**src/rtl/seg_pkg.sv**
```systemverilog
// Shared seven-segment definitions: the hex glyph set used by both the display
// path and the capture path, plus segment bit positions.
package seg_pkg;

  localparam int SEG_A = 0;
  localparam int SEG_B = 1;
  localparam int SEG_C = 2;
  localparam int SEG_D = 3;
  localparam int SEG_E = 4;
  localparam int SEG_F = 5;
  localparam int SEG_G = 6;

  // Active-high a..g. The 6 keeps its top bar, the 9 its bottom bar, 7 is a,b,c only,
  // and b/d are lowercase.
  localparam logic [6:0] SEG_GLYPH [16] = '{
    7'h3F, 7'h06, 7'h5B, 7'h4F, 7'h66, 7'h6D, 7'h7D, 7'h07,
    7'h7F, 7'h6F, 7'h77, 7'h7C, 7'h39, 7'h5E, 7'h79, 7'h71
  };

  localparam logic [6:0] SEG_BLANK = 7'h00;

endpackage

```
**src/rtl/seg_pattern_decode.sv**
```systemverilog
// Combinational inverse of the hex glyph table: an active-low segment pattern
// maps to a nibble plus legal/blank flags.
module seg_pattern_decode
  import seg_pkg::*;
(
  input  logic [6:0] seg_n,
  output logic [3:0] nibble,
  output logic       legal,
  output logic       blank
);

  logic [6:0] lit;

  assign lit   = ~seg_n;
  assign blank = (lit == SEG_BLANK);

  // NOTE: every output gets a default before the search loop, so no latch is inferred.
  always_comb begin
    nibble = 4'h0;
    legal  = 1'b0;
    for (int i = 0; i < 16; i++) begin
      if (lit == SEG_GLYPH[i]) begin
        nibble = 4'(i);
        legal  = 1'b1;
      end
    end
  end

endmodule

```
**src/rtl/seg_capture.sv**
```systemverilog
// Reconstructs the hex word shown on a multiplexed active-low seven-segment bus.
// Optional macro SEG_CAPTURE_DP_EN adds the decimal-point input dp_n and output dp.
module seg_capture
  import seg_pkg::*;
#(
  parameter int DIGITS = 3,
  parameter int SETTLE = 4
) (
  input  logic                  clk,
  input  logic                  rst_n,
  input  logic [6:0]            seg_n,
  input  logic [DIGITS-1:0]     dig_en,
`ifdef SEG_CAPTURE_DP_EN
  input  logic                  dp_n,
  output logic [DIGITS-1:0]     dp,
`endif
  output logic [4*DIGITS-1:0]   value,
  output logic [DIGITS-1:0]     digit_ok,
  output logic                  frame_valid,
  output logic                  err
);

  localparam int CW = $clog2(SETTLE + 1);
  localparam logic [CW-1:0] SETTLE_C = CW'(SETTLE);

`ifdef SEG_CAPTURE_DP_EN
  localparam int SW = 8 + DIGITS;
  localparam logic [SW-1:0] SAMPLE_RST = {1'b1, 7'h7F, {DIGITS{1'b0}}};
  logic [SW-1:0] cur;
  logic [DIGITS-1:0] dp_d;
  assign cur = {dp_n, seg_n, dig_en};
`else
  localparam int SW = 7 + DIGITS;
  localparam logic [SW-1:0] SAMPLE_RST = {7'h7F, {DIGITS{1'b0}}};
  logic [SW-1:0] cur;
  assign cur = {seg_n, dig_en};
`endif

  logic [SW-1:0]         sample_q;
  logic [CW-1:0]         cnt_q, cnt_d;
  logic [DIGITS-1:0]     seen_q, seen_d, ok_d;
  logic [4*DIGITS-1:0]   value_d;
  logic                  changed, capture, fv_d, err_d;
  logic [3:0]            nibble;
  logic                  legal, blank;

  seg_pattern_decode u_decode (
    .seg_n  (seg_n),
    .nibble (nibble),
    .legal  (legal),
    .blank  (blank)
  );

  // Saturating run length; the capture fires only on the step into SETTLE.
  assign changed = (cur != sample_q);
  assign cnt_d   = changed ? CW'(1) : ((cnt_q == SETTLE_C) ? cnt_q : cnt_q + 1'b1);
  assign capture = (cnt_d == SETTLE_C) && (changed || (cnt_q != SETTLE_C));

  always_comb begin
    value_d = value;
    ok_d    = digit_ok;
    seen_d  = seen_q;
    fv_d    = 1'b0;
    err_d   = 1'b0;
`ifdef SEG_CAPTURE_DP_EN
    dp_d    = dp;
`endif
    if (capture && (dig_en != '0)) begin
      if (!$onehot(dig_en)) begin
        err_d = 1'b1;
      end else begin
        for (int i = 0; i < DIGITS; i++) begin
          if (dig_en[i]) begin
            seen_d[i] = 1'b1;
            ok_d[i]   = legal;
            if (legal) value_d[4*i +: 4] = nibble;
            if (!legal && !blank) err_d = 1'b1;
`ifdef SEG_CAPTURE_DP_EN
            if (legal || blank) dp_d[i] = ~dp_n;
`endif
          end
        end
        // An illegal glyph that completes the frame still closes it, but only err
        // pulses so the two strobes never coincide.
        if (&seen_d) begin
          seen_d = '0;
          fv_d   = ~err_d;
        end
      end
    end
  end

  // NOTE: sequential state uses non-blocking assignments so all registers update together.
  always_ff @(posedge clk) begin
    if (!rst_n) begin
      sample_q    <= SAMPLE_RST;
      cnt_q       <= '0;
      value       <= '0;
      digit_ok    <= '0;
      seen_q      <= '0;
      frame_valid <= 1'b0;
      err         <= 1'b0;
`ifdef SEG_CAPTURE_DP_EN
      dp          <= '0;
`endif
    end else begin
      sample_q    <= cur;
      cnt_q       <= cnt_d;
      value       <= value_d;
      digit_ok    <= ok_d;
      seen_q      <= seen_d;
      frame_valid <= fv_d;
      err         <= err_d;
`ifdef SEG_CAPTURE_DP_EN
      dp          <= dp_d;
`endif
    end
  end

endmodule

```
**config.mk**
```make
export PLATFORM = sky130hd
export DESIGN_NAME = seg_capture
export DESIGN_NICKNAME = d
export VERILOG_FILES = /design/src/rtl/seg_pkg.sv /design/src/rtl/seg_pattern_decode.sv /design/src/rtl/seg_capture.sv
export SDC_FILE = /design/constraint.sdc
export NUM_CORES = 1
export LEC_CHECK = 0
export ABC_AREA = 1
export CAP_MARGIN = 20
export CORE_ASPECT_RATIO = 1.5
export CORE_MARGIN = 2
export CORE_UTILIZATION = 30
export DETAILED_ROUTE_END_ITERATION = 10
export PLACE_DENSITY = 0.48
export SYNTH_ARGS = -nofsm -noshare
export SYNTH_HDL_FRONTEND = slang
export SYNTH_SLANG_ARGS = --single-unit
```
**constraint.sdc**
```tcl
create_clock -name clk -period 5.05 [get_ports clk]
set_input_delay 1.01 -clock clk [delete_from_list [all_inputs] [get_ports clk]]
set_output_delay 1.01 -clock clk [all_outputs]
set_load 0.02 [all_outputs]
```
==> results.py <==
metrics = {
    "sta": {
        "rsz0062_at_grt": "no",
        "setup_violations": 0,
        "fin_worst_skew_ns": 0.00674,
        "worst_pin_slew_ns": 0.872,
        "fin_crit_ns": 3.20,
        "period_share_pct": 63.3,
        "fmax_mhz": 313,
        "drv_slew": 0,
        "final-hold-violation-count": 0,
        "whs_ns": 0.469,
        "relSlewSlack_pct": 41.7,
        "setup_tns_ns": 0,
    },
    "worst_setup_path": {
        "regToRegEndpoint": "value[8]",
        "cp-endpoint": "value[8]",
        "r2r_slack_ns": 3.12,
        "arrival_ns": 3.42,
        "cp_max_fo": 19,
        "startpoint_type": "input port",
        "crit_start": "dig_en[0]",
        "critPathCaptureType": "register",
        "crit_type": "in -> reg",
        "reg2reg_depth": 11,
        "critPathRequiredTime_ns": 5.28,
        "r2r_start": "cnt_q[0]",
    },
    "synth": {
        "synth_cells": 281,
        "syn_avg_cell_area_sq_um": 6.59,
        "synth_most_common_cell": "nand2_1",
        "ys_types": 27,
        "synthFlopType": "dfxtp_1",
        "yosys-top-cells-count": "nand2_1 (77), inv_1 (51), nor2_1 (41), dfxtp_1 (33)",
        "synth_warnings": 0,
        "synth_edf_count": 0,
        "syn_nets": 296,
        "post-synth-top-area-cell": "dfxtp_1",
        "synth.area.top_cells": "dfxtp_1 (36%), nand2_1 (16%), inv_1 (10%)",
        "async_reset_ff_share_pct": 0,
        "synth_top_area_share_pct": 35.7,
        "syn_area_sq_mm": 0.00185,
        "yosysSeqAreaShare_pct": 35.7,
        "synth_seq_cells": 33,
    },
    "finish": {
        "postLayoutCellArea_sq_mm": 0.00228,
        "syn_to_final_growth_pct": 23.2,
        "drive_gt1_share_pct": 6.15,
        "fin_cells": 383,
        "nNetsFinal": 323,
        "nFillCells": 702,
        "n_antenna_cell": 0,
    },
    "clock_network": {
        "clock_latency_ns": 0.28,
        "cts_tree": "built",
        "cts.path.max_buffers": 2,
        "cts_setup_buffers": 0,
        "cts_buffers": 5,
        "clkSinkCount": 33,
        "cts-resized-gates": 0,
        "hold_buffers": 0,
        "root_buffer": "clkbuf_8",
        "cts_max_level": 2,
        "clk_pin_slew_ns": 0.07,
    },
    "routing": {
        "wl_um": 4200,
        "drt-vias-per-instance": 4.49,
        "post_drt_wl_per_cell_um": 11.0,
        "via_count": 1720,
        "antenna_left": 0,
        "drt_iter0_drc": 42,
        "drcViolationCount": 0,
        "first_pass_iters": 4,
    },
    "placed_design": {
        "place_hpwl_um": 3210,
        "place_area_sq_mm": 0.00215,
        "dpl.cell_count": 375,
        "gp_congestion": 0.867,
        "io_buffers": 28,
    },
    "floorplan": {
        "dieArea_sq_mm": 0.00683,
        "rows": 35,
        "pin_count": 29,
        "core-area_sq_mm": 0.00604,
        "die_w_um": 68.2,
        "start_util_pct": 30.7,
        "die_y_um": 100,
    },
    "global_routing": {
        "grt_first_pass_wirelength_um": 7250,
        "grt_overflow": 0,
        "grt_max_degree": 23,
        "grt_antenna_before_repair": 0,
        "grt_pass1_vias": 1623,
        "track_usage_pct": 14.2,
    },
    "run": {
        "maxCapViolCount": 0,
    },
    "pwr": {
        "p_leak_uw": 0.00109,
        "peakVddDrop_mv": 0.158,
        "total_power_uw": 627,
        "power.density_mw_per_mm2": 274,
    },
    "worst_hold_path": {
        "hold_path_class": "reg -> reg",
    },
    "status": {
        "status": "finished clean",
    },
}
==> state kept, by name, indices dropped and copies added (netlist names) <==
register and flops:
cnt_q 3, digit_ok 3, err 1, frame_valid 1, sample_q 10, seen_q 3, value 12
==> worst min-delay path by stage <==
stage               depth (start not counted)          end         from
global placement                            2    seen_q[2]    seen_q[2]
global route                                2    seen_q[1]    seen_q[1]
detailed placement                          2  digit_ok[2]  digit_ok[2]
finish                                      2  digit_ok[1]  digit_ok[1]
CTS                                         2  digit_ok[2]  digit_ok[2]
floorplan                                   2    seen_q[1]    seen_q[1]
==> cell families (layout without fill, tap and decap cells) <==
| kind of cell | Yosys count | count (layout) | synth area share [%] |
|---|---|---|---|
| DFF | 33 | 33 | 35.7 |
| xor gates and xnor gates | 3 | 3 | 1.42 |
| AOI/OAI and AO/OA | 16 | 16 | 4.39 |
| and+or+nand+nor | 166 | 166 | 41.5 |
| buffers and inverters | 60 | 88 | 14.7 |
| adders and majority gates | 3 | 3 | 2.43 |
==> final cells by class <==
| cell class | count | area, sq um | area share [%] |
|---|---|---|---|
| multi-input combinational | 188 | 921 | 40.3 |
| sequential | 33 | 661 | 28.9 |
| timing repair buffer | 28 | 280 | 12.3 |
| inverter | 52 | 195 | 8.55 |
| tap | 74 | 92.6 | 4.05 |
| clock buffer | 5 | 68.8 | 3.01 |
| clock inverter | 3 | 65.1 | 2.85 |
==> report_power, final <==
part | total, uW | internal [uW] | switching [uW]
combinational | 61.8 | 20.6 | 41.2
clock | 298 | 196 | 102
sequential | 267 | 265 | 2.27
total | 627 | 482 | 145
==> per-layer routing <==
layer | track usage [%] | wire length, um | part of all wire [%] | vias up
li1 | - | - | - | 920
met4 | 6.46 | 111 | 2.6 | 0
met2 | 25.2 | 2200 | 52 | 26
met1 | 15.7 | 1780 | 42 | 765
met3 | 2.80 | 108 | 2.6 | 9
met5 | 0 | 0 | 0 | -
==> through the flow <==
| step | setup WS, ns | utilization [%] |
|---|---|---|
| floorplan | 2.66 | - |
| global placement | 1.60 | 35.6 |
| detailed placement | 1.56 | 35.6 |
| CTS | 1.85 | 37.8 |
| global route | 1.61 | 37.8 |
| finish | 1.85 | 37.8 |
==> placed cells by master (no fill, tap or decap), types with 2 or more instances in the layout <==
cell,instances
nand3_1,14
bufinv_16,2
nand3_2,4
clkbuf_8,5
clkdlybuf4s50_1,28
nor3_1,7
dfxtp_1,33
a21oi_1,11
nand2_1,77
nand2_2,2
o21ai_0,4
xor2_1,3
inv_1,51
nand4_1,14
ha_1,2
nor2_1,41
nand3b_1,2
==> worst max-delay path, stage by stage <==
cell and delay (ns):
clkdlybuf4s50_1 0.73, inv_1 0.17, fa_1 0.49, nor2_1 0.18, inv_1 0.14, nor2_8 0.27, nand3_2 0.19, nand2_1 0.10
nand2_1 0.05, nor2_1 0.10
Note: power is estimated with default switching activity, not from simulation.
